<file path="src/rtl/pong_key_decoder_if.sv">
// Byte/control bundle between the PS/2 receiver side (master) and the pong key decoder (slave).
interface pong_key_decoder_if;
  logic [7:0] code;
  logic       code_valid;
  logic       frame_err;
  logic       p1_up;
  logic       p1_dn;
  logic       p2_up;
  logic       p2_dn;
  logic       start_pulse;
  logic       pause;
  logic [7:0] unk_cnt;

  modport master (
    output code, code_valid, frame_err,
    input  p1_up, p1_dn, p2_up, p2_dn, start_pulse, pause, unk_cnt
  );

  modport slave (
    input  code, code_valid, frame_err,
    output p1_up, p1_dn, p2_up, p2_dn, start_pulse, pause, unk_cnt
  );
endinterface

</file>
<file path="src/rtl/pong_key_decoder.sv">
// PS/2 set-2 byte stream to pong controls: E0/F0 prefix FSM, held-key flags, start pulse, pause toggle.
// Optional macro KEY_PREFIX_TIMEOUT_EN abandons a prefix sequence after TIMEOUT_CYC idle cycles.
module pong_key_decoder #(
  parameter int TIMEOUT_CYC = 2000000
) (
  input  logic              clk,
  input  logic              rst,
  pong_key_decoder_if.slave kbd
);

  typedef enum logic [1:0] {S_IDLE, S_EXT, S_BRK, S_EXT_BRK} state_t;

  localparam int K_W  = 0;
  localparam int K_S  = 1;
  localparam int K_UP = 2;
  localparam int K_DN = 3;
  localparam int K_SP = 4;
  localparam int K_P  = 5;

  state_t     state_q, state_d;
  logic [5:0] held_q, held_d;
  logic [5:0] key_hit;
  logic       pause_q, pause_d;
  logic       start_q, start_d;
  logic [7:0] unk_q, unk_d;
  logic       p1_up_q, p1_dn_q, p2_up_q, p2_dn_q;
  logic       is_make, is_break, key_ext, is_prefix;
  logic       timeout_hit;

  assign is_prefix = (kbd.code == 8'hE0) || (kbd.code == 8'hF0);

`ifdef KEY_PREFIX_TIMEOUT_EN
  localparam int CW = $clog2(TIMEOUT_CYC + 1);
  logic [CW-1:0] cnt_q, cnt_d;

  assign timeout_hit = (state_q != S_IDLE) && (cnt_q == CW'(TIMEOUT_CYC));

  always_comb begin
    if (kbd.code_valid || kbd.frame_err || state_q == S_IDLE || timeout_hit) cnt_d = '0;
    else                                                                   cnt_d = cnt_q + CW'(1);
  end

  always_ff @(posedge clk or posedge rst) begin
    if (rst) cnt_q <= '0;
    else     cnt_q <= cnt_d;
  end
`else
  logic unused_timeout_cfg;
  assign unused_timeout_cfg = (TIMEOUT_CYC > 0);
  assign timeout_hit        = 1'b0;
`endif

  // NOTE: every always_comb output gets a default first so no path can infer a latch.
  always_comb begin
    state_d  = state_q;
    is_make  = 1'b0;
    is_break = 1'b0;
    key_ext  = 1'b0;
    if (kbd.frame_err) begin
      state_d = S_IDLE;
    end else if (kbd.code_valid) begin
      unique case (state_q)
        S_IDLE: begin
          if (kbd.code == 8'hE0)      state_d = S_EXT;
          else if (kbd.code == 8'hF0) state_d = S_BRK;
          else                        is_make = 1'b1;
        end
        S_EXT: begin
          if (kbd.code == 8'hF0)      state_d = S_EXT_BRK;
          else if (kbd.code == 8'hE0) state_d = S_EXT;
          else begin
            is_make = 1'b1;
            key_ext = 1'b1;
            state_d = S_IDLE;
          end
        end
        S_BRK: begin
          state_d  = S_IDLE;
          is_break = !is_prefix;
        end
        S_EXT_BRK: begin
          state_d  = S_IDLE;
          is_break = !is_prefix;
          key_ext  = 1'b1;
        end
        default: state_d = S_IDLE;
      endcase
    end else if (timeout_hit) begin
      state_d = S_IDLE;
    end
  end

  // A code only maps to a key with the matching extended bit; anything else is unknown.
  always_comb begin
    key_hit       = '0;
    key_hit[K_W]  = !key_ext && (kbd.code == 8'h1D);
    key_hit[K_S]  = !key_ext && (kbd.code == 8'h1B);
    key_hit[K_SP] = !key_ext && (kbd.code == 8'h29);
    key_hit[K_P]  = !key_ext && (kbd.code == 8'h4D);
    key_hit[K_UP] =  key_ext && (kbd.code == 8'h75);
    key_hit[K_DN] =  key_ext && (kbd.code == 8'h72);
  end

  always_comb begin
    held_d  = held_q;
    start_d = 1'b0;
    pause_d = pause_q;
    unk_d   = unk_q;
    if (kbd.frame_err) begin
      held_d = '0;
    end else begin
      if (is_make) begin
        held_d  = held_q | key_hit;
        start_d = key_hit[K_SP] && !held_q[K_SP];
        pause_d = pause_q ^ (key_hit[K_P] && !held_q[K_P]);
        if (key_hit == '0 && unk_q != 8'hFF) unk_d = unk_q + 8'd1;
      end
      if (is_break) held_d = held_q & ~key_hit;
    end
  end

  // NOTE: sequential state uses non-blocking assignments so every register samples pre-edge values.
  always_ff @(posedge clk or posedge rst) begin
    if (rst) begin
      state_q <= S_IDLE;
      held_q  <= '0;
      pause_q <= 1'b0;
      start_q <= 1'b0;
      unk_q   <= '0;
      p1_up_q <= 1'b0;
      p1_dn_q <= 1'b0;
      p2_up_q <= 1'b0;
      p2_dn_q <= 1'b0;
    end else begin
      state_q <= state_d;
      held_q  <= held_d;
      pause_q <= pause_d;
      start_q <= start_d;
      unk_q   <= unk_d;
      p1_up_q <= held_d[K_W]  & ~held_d[K_S];
      p1_dn_q <= held_d[K_S]  & ~held_d[K_W];
      p2_up_q <= held_d[K_UP] & ~held_d[K_DN];
      p2_dn_q <= held_d[K_DN] & ~held_d[K_UP];
    end
  end

  assign kbd.p1_up       = p1_up_q;
  assign kbd.p1_dn       = p1_dn_q;
  assign kbd.p2_up       = p2_up_q;
  assign kbd.p2_dn       = p2_dn_q;
  assign kbd.start_pulse = start_q;
  assign kbd.pause       = pause_q;
  assign kbd.unk_cnt     = unk_q;

endmodule

</file>
<file path="src/flat_wrapper.sv">
// flat-port wrapper written by rule: the top's interface ports become plain ports
module pong_key_decoder_flat 
#(
  parameter int TIMEOUT_CYC = 2000000
)
  (clk, rst, kbd_code, kbd_code_valid, kbd_frame_err, kbd_p1_up, kbd_p1_dn, kbd_p2_up, kbd_p2_dn, kbd_start_pulse, kbd_pause, kbd_unk_cnt);
  pong_key_decoder_if kbd_i ();
  input  logic clk;
  input  logic rst;
  input wire logic [$bits(kbd_i.code)-1:0] kbd_code;
  input wire logic [$bits(kbd_i.code_valid)-1:0] kbd_code_valid;
  input wire logic [$bits(kbd_i.frame_err)-1:0] kbd_frame_err;
  output wire logic [$bits(kbd_i.p1_up)-1:0] kbd_p1_up;
  output wire logic [$bits(kbd_i.p1_dn)-1:0] kbd_p1_dn;
  output wire logic [$bits(kbd_i.p2_up)-1:0] kbd_p2_up;
  output wire logic [$bits(kbd_i.p2_dn)-1:0] kbd_p2_dn;
  output wire logic [$bits(kbd_i.start_pulse)-1:0] kbd_start_pulse;
  output wire logic [$bits(kbd_i.pause)-1:0] kbd_pause;
  output wire logic [$bits(kbd_i.unk_cnt)-1:0] kbd_unk_cnt;
  assign kbd_i.code = kbd_code;
  assign kbd_i.code_valid = kbd_code_valid;
  assign kbd_i.frame_err = kbd_frame_err;
  assign kbd_p1_up = kbd_i.p1_up;
  assign kbd_p1_dn = kbd_i.p1_dn;
  assign kbd_p2_up = kbd_i.p2_up;
  assign kbd_p2_dn = kbd_i.p2_dn;
  assign kbd_start_pulse = kbd_i.start_pulse;
  assign kbd_pause = kbd_i.pause;
  assign kbd_unk_cnt = kbd_i.unk_cnt;
  pong_key_decoder #(.TIMEOUT_CYC(TIMEOUT_CYC)) u_core (.clk(clk), .rst(rst), .kbd(kbd_i));
endmodule
</file>
<file path="config.mk">
export PLATFORM = sky130hd
export DESIGN_NAME = pong_key_decoder_flat
export DESIGN_NICKNAME = d
export VERILOG_FILES = /design/src/rtl/pong_key_decoder_if.sv /design/src/rtl/pong_key_decoder.sv /design/src/flat_wrapper.sv
export SDC_FILE = /design/constraint.sdc
export NUM_CORES = 1
export LEC_CHECK = 0
export ABC_AREA = 1
export BUFFER_PORTS_ARGS = -buffer_cell sky130_fd_sc_hd__buf_2
export CAP_MARGIN = 30
export CORE_UTILIZATION = 55
export CTS_CLUSTER_SIZE = 10
export DETAILED_ROUTE_END_ITERATION = 16
export PLACE_DENSITY_LB_ADDON = 0.15
export SYNTH_ARGS = -nofsm -noshare
export SYNTH_HDL_FRONTEND = slang
export SYNTH_SLANG_ARGS = --single-unit
</file>
<file path="constraint.sdc">
create_clock -name clk -period 1.7 [get_ports clk]
set_input_delay 0.34 -clock clk [delete_from_list [all_inputs] [get_ports clk]]
set_output_delay 0.34 -clock clk [all_outputs]
set_load 0.05 [all_outputs]
</file>
==> results.txt <==
die span in y: 53.1 µm
synthesized area: 1440 µm²
most common cell in the synthesized netlist: nand2_1
asr flop ratio synth: 100%
Top Ports: 26
Crit. Startpoint: u_core.state_q[1]$_DFFE_PP0P_
Site Rows: 18
DR vias: 1277
Synth Register Bits: 22
Die Wd: 53.1 µm
Critical Path RT: 1.90 ns
CTS Hold Bufs: 0
worst-case clock skew: 0.00879 ns
Initial Utilization: 58.0%
fin. max-slew vios: 0
Hold Path Class: input pin to async pin
vias in the first global route: 1162
DR vias/cell: 5.13
Finished Cell Area: 1690 µm²
grt ovf: 0
Detail Route Antenna Nets: 0
CTS tree: yes
Worst R2R Path Depth: 8
initial DRC count: 28
final RePlAce weighted congestion: 0.935
crit end category: flip-flop
CP Capture Point: u_core.kbd.unk_cnt[0]$_DFFE_PP0P_
slowest cell delay on critical path: 0.46 ns
power per cell area: 790 nW/µm²
largest net degree at the start of global routing: 23
GRT Util Overall: 23.6%
ys flop type: dfrtp_1
WS Path Type: flip-flop to flip-flop
post-layout net count: 233
relative slew slack: 69.0%
Slew @ Worst Pin: 0.465 ns
DRT Pass-1 Iters: 4
wire per inst: 11.7 µm
clock sinks: 22
share of cells above drive strength 1: 31.1%
final setup margin: 0.120 ns
CTS root buffer: clkbuf_4
number of synthesized flops with an enable pin: 0
VDD IR max: 0.886 mV
synthesized area per cell: 7.77 µm²
maximum clock rate: 633 MHz
Core Footprint: 2480 µm²
full die area: 2820 µm²
Clock transition at path regs: 0.13 ns
dominant cell type by area after synthesis: dfrtp_1
worst slack, placed: -0.0465 ns
Max FO, Critical Path: 9
synth warn: 0
most frequent cells after synthesis: nand2_1 (37), nand3_1 (28), nor2_1 (25), dfrtp_1 (22), inv_1 (20)
cells along the critical path: nor3_2 -> nand3_2 -> nor2_4 -> nand2_4 -> nor2_8 -> nand2_4 -> nand2_1 -> nand2_1
Crit Reg-Reg Startpoint: u_core.state_q[1]$_DFFE_PP0P_
Final Core Density: 68.1%
Setup Viol. Count Final: 0
# port buffers: 25
Fin. Hold Viols: 0
Reg-to-Reg End: u_core.kbd.unk_cnt[0]$_DFFE_PP0P_
Setup TNS: 0 ns
CP arrival: 1.78 ns
dpl cell area: 1640 µm²
Seq/Total Area, Yosys: 38.3%
Mapped Cells: 185
Synth-to-Final Area Change: 17.3%
top cells by area, synth: dfrtp_1 (38%), nand3_1 (9.7%), nand2_1 (9.7%)
RSZ-0062 raised after global routing: no
antenna violations before repair: 0
DP HPWL: 2.23 mm
DR DRC count: 0
first-pass GRT wire length: 4.87 mm
H-Tree Depth: 1
final period utilization: 92.9%
Yosys cell types: 25
run status: finished clean
Final min period: 1.58 ns
insertion delay to the later sink of the worst-skew pair: 0.31 ns
DRT Wirelength: 2.90 mm
r2r setup slk: 0.12 ns
number of diodes: 0
Slowest-stage cell, CP: dfrtp_2
syn nets: 198
clk buf depth: 2
CTS Buf Count: 3
Synth top area share: 38.3%
max cap viols: 0
LEAKAGE: 0.881 nW
CP startpoint kind: flip-flop
-- flip-flops by register name (all words and copies together) (netlist names) --
register / flops
u_core.kbd.unk_cnt: 8
u_core.held_q: 6
u_core.state_q: 2
u_core.kbd.p1_dn: 1
u_core.kbd.p1_up: 1
u_core.kbd.p2_dn: 1
u_core.kbd.p2_up: 1
u_core.kbd.pause: 1
u_core.kbd.start_pulse: 1
-- placed cells by master, fill, tap and decap left out, drive strengths merged, types with 4 or more instances in the layout --
cell / synthesis / routed
clkbuf: 0 / 4
buf: 0 / 30
nor2: 32 / 32
xor2: 5 / 5
inv: 26 / 26
dfrtp: 22 / 22
o21ai: 6 / 6
nor3: 4 / 4
nand3: 31 / 31
nand2: 47 / 47
-- cell type report --
type                       instances  area (µm²)
fill                             200         791
clock buffer                       4        36.3
tap                               30        37.5
inverter                          26        97.6
sequential                        22         558
multi-input combinational        137         795
timing repair buffer              30         163
-- where the power goes --
group,switching (mW),leakage (nW),internal (mW)
Combinational,0.292,0.567,0.114
Sequential,0.0643,0.293,0.574
Clock,0.158,0.0210,0.131
-- timing repair --
item | in CTS | in global routing
endpoints found under the setup margin | 0 | 8
hold endpoints to repair | 0 | 0
setup buffers | 0 | 1
gates resized for setup | 0 | 2
-- worst max-delay path, delay by kind of cell (launching register included) --
| family | cells | cell delay, ns |
|---|---|---|
| AND/OR/NAND/NOR | 8 | 1.02 |
| flip-flops | 1 | 0.46 |
-- logic make-up after synthesis --
group / synth area share (%)
buffers and inverters: 6.79
and+or+nand+nor: 43.8
AOI/OAI and AO/OA: 6.01
adders and majority gates: 0.870
xor gates and xnor gates: 4.26
DFF: 38.3
-- per-stage QoR --
step	hold WS (ns)	total power, mW	instances
after floorplan	0.329	0.942	185
after global placement	0.380	1.04	244
after detailed placement	0.390	1.06	244
after CTS	0.0425	1.35	248
after global routing	0.0635	1.41	249
final	0.0408	1.33	249
-- per-layer routing --
layer | GRT usage, % | up-vias | routed length, µm
li1 | - | 661 | -
met1 | 31.4 | 595 | 1400
met2 | 39.5 | 19 | 1420
met3 | 5.17 | 2 | 71
met4 | 3.95 | 0 | 13
met5 | 0 | - | 0
-- worst min path at each step --
| stage | startpoint | to | slack, ns | depth (start not counted) |
|---|---|---|---|---|
| after floorplan | rst | u_core.held_q[0]$_DFF_PP0_ | 0.33 | 1 |
| after global placement | rst | u_core.kbd.p1_dn$_DFF_PP0_ | 0.38 | 3 |
| after detailed placement | rst | u_core.held_q[4]$_DFFE_PP0P_ | 0.39 | 3 |
| after CTS | rst | u_core.kbd.p2_up$_DFF_PP0_ | 0.04 | 3 |
| after global routing | rst | u_core.kbd.start_pulse$_DFF_PP0_ | 0.06 | 3 |
| final | rst | u_core.held_q[4]$_DFFE_PP0P_ | 0.04 | 3 |
No activity file was read; power rests on OpenSTA's default activity.
